--- config.mk ---
export PLATFORM = sky130hd
export DESIGN_NAME = float_minmax_reduce
export DESIGN_NICKNAME = d
export VERILOG_FILES = /design/src/rtl/float_minmax_reduce.sv
export SDC_FILE = /design/constraint.sdc
export NUM_CORES = 1
export LEC_CHECK = 0
export CELL_PAD_IN_SITES_DETAIL_PLACEMENT = 1
export CELL_PAD_IN_SITES_GLOBAL_PLACEMENT = 1
export CORE_ASPECT_RATIO = 1.2
export CORE_MARGIN = 2
export CORE_UTILIZATION = 44
export DETAILED_ROUTE_END_ITERATION = 6
export PLACE_DENSITY = 0.85
export SETUP_SLACK_MARGIN = 0.5
export SYNTH_ARGS = -nofsm -noshare
export SYNTH_HDL_FRONTEND = slang
export SYNTH_SLANG_ARGS = --single-unit
--- constraint.sdc ---
create_clock -name clk -period 6.4 [get_ports clk]
set_input_delay 0.64 -clock clk [delete_from_list [all_inputs] [get_ports clk]]
set_output_delay 0.64 -clock clk [all_outputs]
set_load 0.01 [all_outputs]
--- src/rtl/float_minmax_reduce.sv ---
// float_minmax_reduce
//   Streaming min/max reducer for sign/exponent/mantissa floats. One float per
//   cycle is accepted over a valid/ready stream closed by a last flag. It tracks
//   the running minimum and maximum and the index of the first occurrence of
//   each. It then presents one result beat per stream.
//
// Ports
//   clk, reset            rising-edge clock, asynchronous active-high reset
//   in_valid/in_ready     input handshake; in_data is the operand, in_last ends the stream
//   out_valid/out_ready   result handshake
//   out_min/out_max       extreme values, bit-exact as received
//   out_min_idx/_max_idx  stream index of the first occurrence of each extreme
//   out_count             elements seen, saturating at 2^IDX_W
//   out_overflow          stream carried more than 2^IDX_W elements
module float_minmax_reduce #(
   parameter int EXPONENT = 6,
   parameter int MANTISSA = 11,
   parameter int IDX_W    = 8
) (
   input  logic                                clk,
   input  logic                                reset,
   input  logic                                in_valid,
   output logic                                in_ready,
   input  logic [EXPONENT+MANTISSA:0]          in_data,
   input  logic                                in_last,
   output logic                                out_valid,
   input  logic                                out_ready,
   output logic [EXPONENT+MANTISSA:0]          out_min,
   output logic [EXPONENT+MANTISSA:0]          out_max,
   output logic [IDX_W-1:0]                    out_min_idx,
   output logic [IDX_W-1:0]                    out_max_idx,
   output logic [IDX_W:0]                      out_count,
   output logic                                out_overflow
);

   localparam int W = EXPONENT + MANTISSA + 1;

   localparam logic [IDX_W:0]   CNT_MAX  = {1'b1, {IDX_W{1'b0}}};
   localparam logic [IDX_W:0]   CNT_ZERO = {(IDX_W+1){1'b0}};
   localparam logic [IDX_W:0]   CNT_ONE  = {{IDX_W{1'b0}}, 1'b1};
   localparam logic [IDX_W-1:0] IDX_MAX  = {IDX_W{1'b1}};
   localparam logic [IDX_W-1:0] IDX_ZERO = {IDX_W{1'b0}};

   typedef enum logic [0:0] {
      ACCUM = 1'b0,
      HOLD  = 1'b1
   } state_t;

   // Map a float to an unsigned key whose integer order is the numeric order.
   // Both zeros share one key, so +0 and -0 compare equal.
   function automatic logic [W-1:0] order_key(input logic [W-1:0] v);
      logic [W-2:0] mag;
      mag = v[W-2:0];
      if (mag == {(W-1){1'b0}}) begin
         order_key = {1'b1, {(W-1){1'b0}}};
      end else if (v[W-1] == 1'b0) begin
         order_key = {1'b1, mag};
      end else begin
         order_key = {1'b0, ~mag};
      end
   endfunction

   state_t           state_q, state_d;
   logic [W-1:0]     min_q, min_d;
   logic [W-1:0]     max_q, max_d;
   logic [IDX_W-1:0] min_idx_q, min_idx_d;
   logic [IDX_W-1:0] max_idx_q, max_idx_d;
   logic [IDX_W:0]   count_q, count_d;
   logic             ovf_q, ovf_d;
   logic             valid_q, valid_d;

   logic             accept_s;
   logic [IDX_W-1:0] cur_idx_s;
   logic [W-1:0]     in_key_s;
   logic [W-1:0]     min_key_s;
   logic [W-1:0]     max_key_s;

   // Next-state logic: accumulate extremes in ACCUM, present the result in HOLD.
   always_comb begin
      state_d   = state_q;
      min_d     = min_q;
      max_d     = max_q;
      min_idx_d = min_idx_q;
      max_idx_d = max_idx_q;
      count_d   = count_q;
      ovf_d     = ovf_q;
      valid_d   = valid_q;

      accept_s  = in_valid && (state_q == ACCUM);
      // Indices past the representable range pin to the top index.
      cur_idx_s = (count_q >= {1'b0, IDX_MAX}) ? IDX_MAX : count_q[IDX_W-1:0];
      in_key_s  = order_key(in_data);
      min_key_s = order_key(min_q);
      max_key_s = order_key(max_q);

      case (state_q)
         ACCUM: begin
            if (accept_s) begin
               if (count_q == CNT_ZERO) begin
                  min_d     = in_data;
                  max_d     = in_data;
                  min_idx_d = IDX_ZERO;
                  max_idx_d = IDX_ZERO;
               end else begin
                  // Strict compares: a tie keeps the earlier incumbent.
                  if (in_key_s < min_key_s) begin
                     min_d     = in_data;
                     min_idx_d = cur_idx_s;
                  end else begin
                     min_d     = min_q;
                  end
                  if (in_key_s > max_key_s) begin
                     max_d     = in_data;
                     max_idx_d = cur_idx_s;
                  end else begin
                     max_d     = max_q;
                  end
               end
               if (count_q == CNT_MAX) begin
                  ovf_d = 1'b1;
               end else begin
                  count_d = count_q + CNT_ONE;
               end
               if (in_last) begin
                  state_d = HOLD;
                  valid_d = 1'b1;
               end else begin
                  state_d = ACCUM;
               end
            end else begin
               state_d = ACCUM;
            end
         end
         HOLD: begin
            if (out_ready) begin
               // Extremes stay stale; the next first beat overwrites them.
               state_d = ACCUM;
               valid_d = 1'b0;
               count_d = CNT_ZERO;
               ovf_d   = 1'b0;
            end else begin
               state_d = HOLD;
            end
         end
         default: begin
            state_d = ACCUM;
            valid_d = 1'b0;
         end
      endcase
   end

   // State and result registers; reset clears everything and discards a partial stream.
   always_ff @(posedge clk or posedge reset) begin
      if (reset) begin
         state_q   <= ACCUM;
         min_q     <= {W{1'b0}};
         max_q     <= {W{1'b0}};
         min_idx_q <= IDX_ZERO;
         max_idx_q <= IDX_ZERO;
         count_q   <= CNT_ZERO;
         ovf_q     <= 1'b0;
         valid_q   <= 1'b0;
      end else begin
         state_q   <= state_d;
         min_q     <= min_d;
         max_q     <= max_d;
         min_idx_q <= min_idx_d;
         max_idx_q <= max_idx_d;
         count_q   <= count_d;
         ovf_q     <= ovf_d;
         valid_q   <= valid_d;
      end
   end

   // in_ready depends only on state so it never combinationally follows out_ready.
   assign in_ready     = (state_q == ACCUM);
   assign out_valid    = valid_q;
   assign out_min      = min_q;
   assign out_max      = max_q;
   assign out_min_idx  = min_idx_q;
   assign out_max_idx  = max_idx_q;
   assign out_count    = count_q;
   assign out_overflow = ovf_q;

endmodule

# Word-level counts from Yosys, hierarchy flattened
# Index checks and enable logic that the tools add are counted.
[classes] addsub=1 magnitude_cmp=3 n_eq_ne=6 muxes=30 bitwise_logic=4 n_reduce_logical=12
[op_table] op="18-bit 2-to-1 mux" count=10
[op_table] op="17-bit zero test" count=3
[op_table] op="17-bit NOT" count=3
[op_table] op="8-bit 2-to-1 mux" count=5
[op_table] op="9-bit 2-to-1 mux" count=3
[op_table] op="18-bit > comparator" count=1
[op_table] op="18-bit less-than comparator" count=1
[op_table] op="9-bit one-hot mux with 2 select lines" count=1
[op_table] op="3-bit AND reduction" count=5
[op_table] op="9-bit by 1-bit adder with 9-bit output, second input constant" count=1
[op_table] op="9-bit equality test, second input constant" count=1
[op_table] op="9-bit by 8-bit greater-or-equal comparator with 1-bit output, second input constant" count=1
[op_table] op="9-bit zero test" count=1
[op_table] op="1-bit 2-to-1 mux" count=8
[op_table] op="2-bit by 1-bit inequality test with 1-bit output, second input constant" count=3
[op_table] op="1-bit one-hot mux with 2 select lines" count=3
[op_table] op="2-bit inequality test, second input constant" count=2
[op_table] op="2-bit nonzero test" count=2
[op_table] op="1-bit logical AND" count=1
[op_table] op="1-bit NOT" count=1
[word_totals] register_bits=64 in_bits=23 out_inout_bits=64 word_cells=64

# Longest topological paths before layout
# Gate-level depths: netlist (run 1).
[logic_depth] word_depth=6 ltp_mapped=16 ltp_nobuf=12

# Worst setup path before layout (run 1)
# Ideal clock, no wire load.
[synth_timing] path_kind="input port to flip-flop" start="in in_data[8]" end="reg max_q[12] (netlist: out_max[12])" setup_time_ps=125 arrival_ps=3918 required_time_ps=6275 slack_ps=2357 stages=12 path_buffers=2 cell_sequence="or3_4 nor3_4 clkbuf_1 nor2_1 ha_1 and4_1 a21oi_1 nand2_1 a2111o_1 o21ai_1 buf_2 mux2_2"
[synth_via] elab_chain_len=6 word_cells_on_any_way=7 cone_classes="order compare (1); mux (2); bitwise (1); reduce/logical (3)"
[synth_lines] item="start, declared" line="24" rtl="input logic [EXPONENT+MANTISSA:0] in_data,"
[synth_lines] item="parallel branches: the longest is 2 deep, another holds 17-bit zero test"
[synth_lines] item="18-bit 2-to-1 mux *" line="54" rtl="if (mag == {(W-1){1'b0}}) begin"
[synth_lines] item="18-bit > comparator *" line="112" rtl="if (in_key_s > max_key_s) begin"
[synth_lines] item="2-bit nonzero test (no source line) *"
[synth_lines] item="3-bit AND reduction (no source line) *"
[synth_lines] item="end signal, assigned" line="157" rtl="max_q <= {W{1'b0}};"
[synth_lines] item="end signal, assigned" line="166" rtl="max_q <= max_d;"
[synth_lines] item="end, declared" line="65" rtl="logic [W-1:0] max_q, max_d;"
# Mark *: on every way between the ends.
# A chain may end at the register's enable or synchronous reset.

# Worst setup path in the final report (run 1)
[layout_timing] start="in in_data[1]" end="reg min_q[5] (netlist: out_min[5])"
[layout_via] elab_chain_len=6 word_cells_on_any_way=7 cone_classes="order compare (1); mux (2); bitwise (1); reduce/logical (3)"
[layout_lines] item="parallel branches: the longest is 2 deep, another holds 17-bit zero test"
[layout_lines] item="18-bit 2-to-1 mux *" line="54"
[layout_lines] item="18-bit less-than comparator *" line="106" rtl="if (in_key_s < min_key_s) begin"
[layout_lines] item="2-bit nonzero test (no source line) *"
[layout_lines] item="3-bit AND reduction (no source line) *"
[layout_lines] item="end signal, assigned" line="156" rtl="min_q <= {W{1'b0}};"
[layout_lines] item="end signal, assigned" line="165" rtl="min_q <= min_d;"
[layout_lines] item="end, declared" line="64" rtl="logic [W-1:0] min_q, min_d;"
# Marked as above.

==> results of run 1 <==
## final timing paths
path | start | end | depth (start not counted)
max | in_data[1] | out_min[5] | 11
min | out_valid | out_valid | 2
max reg2reg | out_min[16] | out_min[5] | 10
min reg2reg | out_valid | out_valid | 2
max in group asynchronous | reset | out_max[17] | 3
min in group asynchronous | reset | out_min[2] | 3
## power by group through the flow
stage	Clock (mW)	Combinational, mW	Sequential (mW)
2_1_floorplan	0	1.02	0.777
3_3_place_gp	0	1.53	0.803
3_5_place_dp	0	1.62	0.815
4_1_cts	0.465	1.64	0.810
5_1_grt	0.481	1.81	0.834
6_report	0.460	1.64	0.811
## registers in the layout (all words and copies together) (netlist names)
name,flops
out_max,18
out_min,18
out_count,9
out_max_idx,8
out_min_idx,8
out_overflow,1
out_valid,1
state_q,1
## synth_stat cells (all sizes together) (2+ instances only)
| cell | count |
|---|---|
| xnor2 | 17 |
| mux2i | 18 |
| inv | 15 |
| o21ai | 17 |
| or4 | 2 |
| a211oi | 2 |
| o21a | 3 |
| and2 | 4 |
| and4 | 3 |
| nor3 | 4 |
| nor4 | 10 |
| a21o | 4 |
| nand2b | 3 |
| ha | 36 |
| clkbuf | 6 |
| a21oi | 9 |
| nor2 | 31 |
| o31ai | 2 |
| nor2b | 3 |
| dfrtp | 64 |
| o31a | 2 |
| buf | 11 |
| nand3 | 4 |
| xor2 | 40 |
| and3 | 4 |
| nand2 | 55 |
| mux2 | 36 |
| o211ai | 3 |
| nand4 | 11 |
## stage by stage
stage                     utilization (%)  worst slack [ps]  hold slack [ps]  cell area (um2)
after CTS                           57.97              1085            486.4             5573
after global placement              55.13             987.1            454.4             5300
after global routing                57.97             830.1            516.1             5573
after detailed placement            55.13             771.3            474.3             5300
final                               57.97             977.8            483.8             5573
after floorplan                         -              2357            503.0             4387
## metal layers
layer | vias up | track usage [%] | routed length, um
met5 | - | 0 | 0
met4 | 0 | 10.34 | 377
met3 | 27 | 4.491 | 555
met2 | 96 | 47.46 | 7163
met1 | 1823 | 29.80 | 5250
li1 | 1670 | - | -
## logic make-up after synthesis
family	after synthesis	synth area share (%)
AO/OA/AOI/OAI	50	8.072
XOR/XNOR	57	11.38
adder cells (fa/ha/maj)	36	10.27
buffers and inverters	32	4.193
flip-flops	64	36.51
multiplexers	54	14.20
AND/OR/NAND/NOR	137	15.37
## cell type report
cell class | instances | area, um2 | share of cell area [%]
clock buffer | 10 | 239.0 | 4.288
sequential | 64 | 1602 | 28.74
tap | 123 | 153.9 | 2.762
inverter | 15 | 56.30 | 1.010
clock inverter | 5 | 33.78 | 0.6062
multi-input combinational | 334 | 2605 | 46.74
timing repair buffer | 89 | 883.3 | 15.85
## worst reg2reg max path, cell delays in order, from the launching register on
cell	delay, ps
sky130_fd_sc_hd__dfrtp_1	440
sky130_fd_sc_hd__nor4_1	450
sky130_fd_sc_hd__nand4_1	190
sky130_fd_sc_hd__or4_1	730
sky130_fd_sc_hd__nand2_1	160
sky130_fd_sc_hd__ha_1	250
sky130_fd_sc_hd__a2111oi_0	750
sky130_fd_sc_hd__o211ai_2	160
sky130_fd_sc_hd__a311o_1	400
sky130_fd_sc_hd__o31a_1	640
sky130_fd_sc_hd__mux2_4	440
==> impl_summary.md, run 1 <==
Run status
The run finished with clean final reports.

Die
The die is 95.15 um wide. The total area inside the core boundary comes to 9613 um2. The chip height is 113.4 um. For this configuration, the core starts out at a cell density of a little under half. The floorplan step defined a die boundary enclosing 10790 um2. Row generation in the floorplan step produced 39 rows. a little under 90 I/O pins were placed.

Timing
Setup repair after global routing left no endpoint under its margin. The pin slew with the least headroom to its limit is 1186 ps. The hold violation total from the final report is 0. For the final routed database, the setup TNS stands at 0 ps. The worst path needs 5422 ps of the cycle, external delays included. The final max-slew violation count is 0. Static timing analysis puts the maximum clock frequency at about 180 MHz. The setup violation total in the final timing report is 0. On the final layout, the worst clock skew is a little over 5 ps. In this run the tightest slew margin relative to its limit is 20.67%.

The final clock period utilization by the worst path is between 80% and 90%.

Worst setup path
STA classifies the critical path endpoint as a flop. The worst setup path is of the input pin to flop kind. For the worst setup path, the data arrival time is between 5000 and 6000 ps. STA classifies the critical path startpoint as an input pin. For this run, the slowest stage of the critical path takes 750 ps. The worst setup slack for register-to-register paths is 1680 ps. On the critical path, the stage with the largest delay is an instance of sky130_fd_sc_hd__a2111oi_0.

The signal on the critical path passes through clkdlybuf4s50_1, nor4_1, nand2_1, nor3_4, nor2_1, ha_1, a2111oi_0, o211ai_2, a311o_1, o31a_1, mux2_4. Along the worst path, the maximum fanout reaches 19. The number of buffers and inverters on the critical path is 1. The kind of cell with the highest combined delay along the critical path is compound AO/OA/AOI/OAI gates. STA puts the critical path data required time at 6620 ps.

Final layout
The share of cells above drive strength 1 is 12.77%. The most common cell after layout, fill and taps aside is sky130_fd_sc_hd__clkdlybuf4s50_1. 0 antenna diodes ended up in the layout. The area added between synthesis and finish is 27.04%. The final net count is 572.

The layout has 1059 filler cells. The top cell types in the final layout, fill and taps aside, are 86 x sky130_fd_sc_hd__clkdlybuf4s50_1, 64 x sky130_fd_sc_hd__dfrtp_1, 55 x sky130_fd_sc_hd__nand2_1. The number of non-filler instances in the completed layout is between 600 and 700.

Clock network
Once the clock tree was built, the resizer swapped 0 gates to a different size. The post-CTS setup repair buffer count is 0. The number of buffers added by the clock tree synthesis step is 9.

The clock root buffer master is sky130_fd_sc_hd__clkbuf_16. The hold-fix buffer count after cts is 0. TritonCTS built the clock tree. In this run the deepest clock path goes through 2 buffers. The clock insertion delay at the later pin of the skew report is 330 ps. The clock drives 64 sinks. The clock edge transition at the registers on the reported setup and hold paths is about 60 ps. The count of H-tree levels built during CTS is 3.

Pwr
The sequential cell fraction of total power is 27.9%. The internal power of the cells is about 1.7 mW. Power comes to 2.908 mW. The share of total power in combinational logic is 56.3%. The leakage dissipation is 2.533 nW. The clock network burns 15.8% of the power. The peak supply drop is around 0.00018 V. The net switching fraction of the power is between 40 and 50%. For this design the total switching power over the nets is 1.225 mW. The power per cell area is 521.9 nW/um2.

Synthesis
The number of synthesis warnings is 0. The synthesis-stage register bit count is 64. The distinct cell type count after synthesis is roughly 50.

The average instance in the mapped netlist occupies 10.20 um2. The sequential share of the synthesized area is 36.51%. In the synthesized netlist the dominant register cell turns out to be sky130_fd_sc_hd__dfrtp_1. sky130_fd_sc_hd__dfrtp_1 takes more of the synthesized area than any other cell.

The async set or reset register ratio after synthesis is 100.0%. The post-synthesis net count is around 490. The number of cells produced by synthesis is 430. The synthesized design contains 0 enable-type register cells. The area fraction of the dominant cell type after synthesis is 36.51%. The area of the mapped netlist is ~4400 um2. In the post-synthesis netlist, the biggest area contributors are sky130_fd_sc_hd__dfrtp_1 37%, sky130_fd_sc_hd__ha_1 10%, sky130_fd_sc_hd__xor2_1 8.0%, sky130_fd_sc_hd__mux2_2 6.7%, sky130_fd_sc_hd__nand2_1 4.7%.

Detailed routing
Dividing the detail-routed via count by the number of cells gives 5.650. The routed layout has between 3000 and 4000 vias. For this block, the routed nets add up to 13350 um of wire. The detailed-route wire length per cell is 20.85 um. Before antenna repair, the detailed router went through 4 iterations.

The count of nets left with antenna violations after detail routing is 0. For this block, the initial DRC count from the detailed router was 135. After detailed routing, the number of remaining DRC violations is 0.

Placement
The final RePlAce weighted congestion is 0.9286. The count of port buffers added during placement is 86. The number of cells in the design after placement is 625. Once detailed placement completed, the half-perimeter wirelength came to roughly 10000 um.

Hold path
The worst hold path belongs to the class flop to flop.

Global routing
Entering global routing, the biggest net connects 65 pins. The initial antenna violation count is 0. The via count of the first global-routing pass came to between 4000 and 5000. The wire length of the first global-routing pass is 21360 um. Global routing finished with a remaining overflow of 0. Global routing used 26.08% of the available tracks.

Job
Across the run, the number of max-cap violations was 0.
No activity file was read; power rests on OpenSTA's default activity.
==> run 2: changes to the inputs <==
--- a/config.mk
+++ b/config.mk
@@ -9,9 +9,9 @@
 export CELL_PAD_IN_SITES_GLOBAL_PLACEMENT = 1
 export CORE_ASPECT_RATIO = 1.2
 export CORE_MARGIN = 2
-export CORE_UTILIZATION = 44
+export CORE_UTILIZATION = 37
 export DETAILED_ROUTE_END_ITERATION = 6
-export PLACE_DENSITY = 0.85
+export PLACE_DENSITY = 0.76
 export SETUP_SLACK_MARGIN = 0.5
 export SYNTH_ARGS = -nofsm -noshare
 export SYNTH_HDL_FRONTEND = slang
==> constraint.sdc (replaced) <==
create_clock -name clk -period 4.5 [get_ports clk]
set_input_delay 0.45 -clock clk [delete_from_list [all_inputs] [get_ports clk]]
set_output_delay 0.45 -clock clk [all_outputs]
set_load 0.01 [all_outputs]
==> impl_summary.md, run 2 (synthesis gave the netlist of run 1 again) <==
Final layout
The share of the core filled with cells is 51.04% (-6.9 points). The antenna diode count is 0 (unchanged). The final net count was 594 (+3.8%). The number of non-filler instances in the completed layout is 697 (+8.9%).

The most common cell after layout, fill and taps aside is sky130_fd_sc_hd__clkdlybuf4s50_1. The library cells used most frequently in the layout, excluding fill and tap cells, are 86 x sky130_fd_sc_hd__clkdlybuf4s50_1, 64 x sky130_fd_sc_hd__dfrtp_1, 54 x sky130_fd_sc_hd__nand2_1. The area added between synthesis and finish is 34.60%. The share of cells above drive strength 1 came to 18.33% (+5.6 points). The number of filler instances in the final layout was 1276 (+20%).

Worst setup path
The data required time of the critical path is 4720 ps (-1900 ps). STA classifies the critical path startpoint as an input pin. The nature of the critical path endpoint is a flop. The top fanout value on the critical path is 18 (-1). The worst path arrival time is 4060 ps (-1580 ps). The worst setup path is of the input pin to flop kind.

Clock network
The clock insertion delay at the later pin of the skew report is 340 ps (about the same). The number of buffers added by the clock tree synthesis step is 9 (unchanged). The clock root buffer master is sky130_fd_sc_hd__clkbuf_16. The clock tree from TritonCTS is yes. The sink count of the clock tree is 64 (unchanged). The clock edge transition at the registers on the reported setup and hold paths is 60 ps (about the same). The maximum clock path buffer count is 2 (unchanged). The hold-fix buffer count after cts came to 0 (unchanged). The count of H-tree levels built during CTS was 3 (unchanged).

Placement
The post-DP HPWL is 10630 um (+6.1%). The final RePlAce weighted congestion is 0.9134 (-1.6%). The number of cells in the design after placement came to 678 (+8.5%). The count of port buffers added during placement came to 86 (unchanged).

Global routing
The initial antenna violation count came to 0 (unchanged). The via count of the first global-routing pass is 4062 (-0.39%). The wire length of the first global-routing pass is 21590 um (+1.1%).

The global-route usage over all layers was 22.69% (-3.4 points). The largest net degree at the start of global routing is 37 (-43%). The total overflow reported by the global router is 0 (unchanged).

Timing
The hold violation total from the final report is 0 (unchanged). The achievable clock frequency is ~260 MHz. Setup repair after global routing left no endpoint under its margin. The final max-slew violation count was 0 (unchanged).

The tightest hold margin is 485.8 ps (+1.951 ps). The setup violation total in the final timing report is 0 (unchanged). Counting I/O delays and the setup requirement, the final critical path takes approximately 3800 ps.

The post-route setup TNS is 0 ps (unchanged). The worst max-slew margin expressed relative to the limit is 37.71% (+17 points). The final clock period utilization by the worst path is 85.29%.

The worst setup skew after layout is 5.780 ps (+0.6367 ps). The pin slew with the least headroom to its limit is 934.3 ps (-251.9 ps).

Hold path
The min-delay analysis places its worst path in the category flop to flop.

Die
The number of rows created at floorplan is 43 (+10%). The count of pins on the block boundary was 87 (unchanged). The standard cell core area is 11570 um2 (+20%). The die boundary width is 103.4 um (+8.7%). The chip height came to 123.3 um (+8.7%). The initial core utilization came to 37.92% (-7.7 points).

The floorplan die area is 12750 um2 (+18%).

Detailed routing
The total via count after detailed routing came to 3723 (+3.0%). The detailed-router iteration count before antenna repair came to 4 (unchanged). The sum of routed wire length over all layers was 14030 um (+5.1%). The count of nets left with antenna violations after detail routing is 0 (unchanged).

The via count normalized by instance count was 5.341 (-5.5%). The detailed-route wire length per cell is 20.13 um (-3.5%). The count of routing violations after the opening detailed-route iteration is 100 (-26%). The remaining routing DRC violations was 0 (unchanged).

Pwr
The power per cell area is 726.1 nW/um2 (+39%). The total chip power is 4.287 mW (+47%). The peak supply drop came to 0.0002194 V (+20%).

The leakage dissipation is 2.679 nW (+5.8%).

Run status
The flow ran to the end, and the final reports show no timing, DRC or antenna violations.

Job
The count of max-cap constraint violations came to 0 (unchanged).
-- run 2: final timing paths --
path | startpoint | end | slack (ps) | cells after the start
max in group asynchronous | reset | out_min_idx[4] | 3050 | 3
hold / removal | out_valid | out_valid | 490 | 2
setup reg to reg | out_min[16] | out_min[5] | 740 | 14
min in group asynchronous | reset | out_min[1] | 530 | 2
hold reg to reg | out_valid | out_valid | 490 | 2
setup / recovery | in_data[4] | out_min[5] | 660 | 13
-- run 2: metrics by stage --
| step | area (um2) | setup slack [ps] |
|---|---|---|
| finish | 5904 | 662.0 |
| global route | 5904 | 494.4 |
| CTS | 5808 | 553.2 |
| detailed placement | 5485 | 62.96 |
| global placement | 5485 | 315.0 |
| floorplan | 4387 | 644.8 |
-- run 2: layer usage --
layer  part of all wire, %  vias up  track usage, %  wire, um
li1                      -     1723               -         -
met2                    54       95           41.61      7633
met5                     0        -               0         0
met4                   3.4        0           9.622       484
met1                    39     1873           25.36      5460
met3                   3.2       32           3.901       455
-- run 2: critical path, cell delays in order --
cell and delay [ps]:
sky130_fd_sc_hd__clkdlybuf4s50_1 540, sky130_fd_sc_hd__nor4_4 370, sky130_fd_sc_hd__nand2_2 140, sky130_fd_sc_hd__nor3_4 280, sky130_fd_sc_hd__buf_4 170, sky130_fd_sc_hd__nor2_1 60, sky130_fd_sc_hd__ha_1 340, sky130_fd_sc_hd__a2111oi_2 420
sky130_fd_sc_hd__o211ai_2 130, sky130_fd_sc_hd__a311o_1 330, sky130_fd_sc_hd__o31a_1 320, sky130_fd_sc_hd__buf_8 180, sky130_fd_sc_hd__mux2_4 310
-- run 2: repair_timing --
item	CTS	global route
pin swaps	0	3
buffers inserted	0	3
gates resized for setup	4	12
setup endpoints to repair	36	36
-- run 2: report_power, final --
part | internal (mW) | total [mW] | switching (mW)
clock network | 0.457 | 0.724 | 0.267
registers | 0.790 | 1.13 | 0.339
logic | 1.28 | 2.43 | 1.16
-- run 2: layout make-up --
class                      instances  area, um2  share of cell area, %
timing repair buffer             111       1076                  18.22
multi-input combinational        334       2666                  45.16
sequential                        64       1602                  27.12
clock inverter                     5      55.05                 0.9324
clock buffer                      11      252.7                  4.281
tap                              157      196.4                  3.327
inverter                          15      56.30                 0.9536
==> run 3: changes to the inputs <==
--- a/config.mk
+++ b/config.mk
@@ -8,7 +8,7 @@
 export CELL_PAD_IN_SITES_DETAIL_PLACEMENT = 1
 export CELL_PAD_IN_SITES_GLOBAL_PLACEMENT = 1
 export CORE_ASPECT_RATIO = 1.2
-export CORE_MARGIN = 2
+export CORE_MARGIN = 4
 export CORE_UTILIZATION = 37
 export DETAILED_ROUTE_END_ITERATION = 6
 export PLACE_DENSITY = 0.76
==> impl_summary.md, run 3 (synthesis gave the netlist of run 1 again) <==
Clock network
The sink count of the clock tree came to 64 (unchanged). The clock edge transition at the registers on the reported setup and hold paths was 60 ps (about the same). The maximum clock path buffer count is 2 (unchanged). The clock tree from TritonCTS is yes. The hold-fix buffer count after cts was 0 (unchanged). Clock tree synthesis selected as its root buffer the cell sky130_fd_sc_hd__clkbuf_16. The number of buffers added by the clock tree synthesis step is 9 (unchanged).

The clock insertion delay at the later pin of the skew report is 340 ps (about the same). The count of H-tree levels built during CTS was 3 (unchanged).

Timing
The pin slew with the least headroom to its limit is 704.5 ps (-229.8 ps). The setup violation total in the final timing report was 0 (unchanged). The hold violation total from the final report is 0 (unchanged). Setup repair after global routing left no endpoint under its margin. The achievable clock frequency was 259.6 MHz (-0.38%). The worst-case setup margin in the final layout is 647.6 ps (-14.45 ps). The tightest hold margin was 482.7 ps (-3.032 ps). The final max-slew violation count is 0 (unchanged). The post-route setup TNS is 0 ps (unchanged). The worst setup skew after layout was 5.867 ps (+0.08724 ps). The minimum clock period after layout came to 3852 ps (+14.45 ps).

The worst max-slew margin expressed relative to the limit came to 53.03% (+15 points). The final clock period utilization by the worst path was 85.61% (+0.32 points).

Final layout
The library cells used most frequently in the layout, excluding fill and tap cells, are 85 x sky130_fd_sc_hd__clkdlybuf4s50_1, 64 x sky130_fd_sc_hd__dfrtp_1, 54 x sky130_fd_sc_hd__nand2_1. The share of the core filled with cells is 50.83% (-0.22 points). The antenna diode count is 0 (unchanged). The area added between synthesis and finish is 34.03%.

The most common cell after layout, fill and taps aside is sky130_fd_sc_hd__clkdlybuf4s50_1. The final net count came to 593 (-0.17%). The number of non-filler instances in the completed layout was 696 (-0.14%). The share of cells above drive strength 1 is 18.00% (-0.34 points). The area of all placed cells without fillers is 5879 um2 (-0.42%).

Worst setup path
The sort of element at the start of the critical path is a flop. The worst path arrival time was 4070 ps (about the same). The critical path goes through nor4_2, nand4_1, or4_1, buf_4, nand2_1, ha_1, a2111oi_2, o211ai_2, a311o_1, o31a_1, buf_6, mux2_4. The nature of the critical path endpoint is a flop. The data required time of the critical path was 4720 ps (about the same).

The worst-path cell with the longest stage delay is sky130_fd_sc_hd__dfrtp_1. The critical path is of the flop to flop type. The top fanout value on the critical path is 18 (unchanged). The critical path's largest stage delay came to 440 ps (-100 ps).

Die
The die boundary width is 107.4 um (+3.9%). The number of rows created at floorplan is 43 (unchanged). The chip height is 127.3 um (+3.2%). The floorplan die area is 13670 um2 (+7.2%). The standard cell core area is 11570 um2 (unchanged). The count of pins on the block boundary is 87 (unchanged). The initial core utilization is 37.92% (unchanged).

Detailed routing
The count of nets left with antenna violations after detail routing is 0 (unchanged). The count of routing violations after the opening detailed-route iteration came to 99 (-1.0%). The detailed-route wire length per cell is 20.61 um (+2.4%). The detailed-router iteration count before antenna repair is 4 (unchanged). The total via count after detailed routing is 3729 (+0.16%). The sum of routed wire length over all layers is 14350 um (+2.2%). The remaining routing DRC violations is 0 (unchanged). The via count normalized by instance count is 5.358 (+0.31%).

Job
The count of max-cap constraint violations came to 0 (unchanged).

Placement
The post-DP HPWL was 11050 um (+4.0%). The cell area reported after detailed placement came to 5493 um2 (+0.14%). The pre-CTS setup slack came to 192.4 ps (+129.5 ps). The number of cells in the design after placement was 679 (+0.15%).

The count of port buffers added during placement was 86 (unchanged). The final RePlAce weighted congestion is 0.8595 (-5.9%).

Global routing
The initial antenna violation count is 0 (unchanged). The via count of the first global-routing pass is 4208 (+3.6%). The largest net degree at the start of global routing came to 39 (+5.4%). The wire length of the first global-routing pass is 22890 um (+6.0%). The global-route usage over all layers is 21.83% (-0.86 points). The total overflow reported by the global router is 0 (unchanged).

Pwr
The peak supply drop is 0.0002280 V (+3.9%). The leakage dissipation came to 2.674 nW (-0.20%). The total chip power was 4.270 mW (-0.41%). The power per cell area is 726.2 nW/um2 (about the same).

Hold path
The path class of the tightest hold or removal check is flop to flop.

Run status
The run finished with clean final reports.
## run 3: cell count changes in the layout (fill, tap and decap cells not counted)
cell / previous run / this run
sky130_fd_sc_hd__or4_1: 0 / 1
sky130_fd_sc_hd__clkdlybuf4s50_1: 86 / 85
sky130_fd_sc_hd__or4_4: 2 / 1
sky130_fd_sc_hd__buf_4: 21 / 22
sky130_fd_sc_hd__dlymetal6s2s_1: 0 / 1
sky130_fd_sc_hd__buf_12: 1 / 0
sky130_fd_sc_hd__buf_6: 2 / 1
## run 3: layer usage
layer / share of wire (%) / track usage, %
met2: 52 / 39.71
met1: 38 / 23.59
met4: 5.7 / 12.41
met3: 4.2 / 3.891
met5: 0 / 0
## run 3: worst max-delay path: cells and delay by family, from the launching register on
family          cells  cell delay [ps]
buf+inv             2              410
fa+ha+maj           1              260
mux                 1              320
flops               1              440
compound gates      4             1250
simple gates        4             1060
## run 3: area by class of cell
cell class | count | area [um2]
Sequential cell | 64 | 1602
Clock buffer | 11 | 252.7
Inverter | 15 | 56.30
Timing Repair Buffer | 110 | 1055
Multi-Input combinational cell | 334 | 2663
Tap cell | 157 | 196.4
Fill cell | 1258 | 5688
Clock inverter | 5 | 55.05
## run 3: timing repair
item / 4_1_cts / 5_1_grt
pin swaps: 0 / 1
gates resized for setup: 4 / 11
setup buffers: 0 / 1
endpoints found under the setup margin: 34 / 44
## run 3: final timing paths
| kind | from | end | slack [ps] | depth (start not counted) |
|---|---|---|---|---|
| max | out_min[8] | out_min[5] | 650 | 12 |
| min in group asynchronous | reset | out_min[13] | 500 | 2 |
| min | out_valid | out_valid | 480 | 2 |
| max reg2reg | out_min[8] | out_min[5] | 650 | 12 |
| min reg2reg | out_valid | out_valid | 480 | 2 |
| max in group asynchronous | reset | out_min_idx[3] | 3050 | 3 |
## run 3: power breakdown
group          total [mW]  internal [mW]  switching (mW)
Clock               0.725          0.457           0.268
Combinational        2.40           1.26            1.15
Sequential           1.14          0.790           0.353
Total                4.27           2.50            1.77
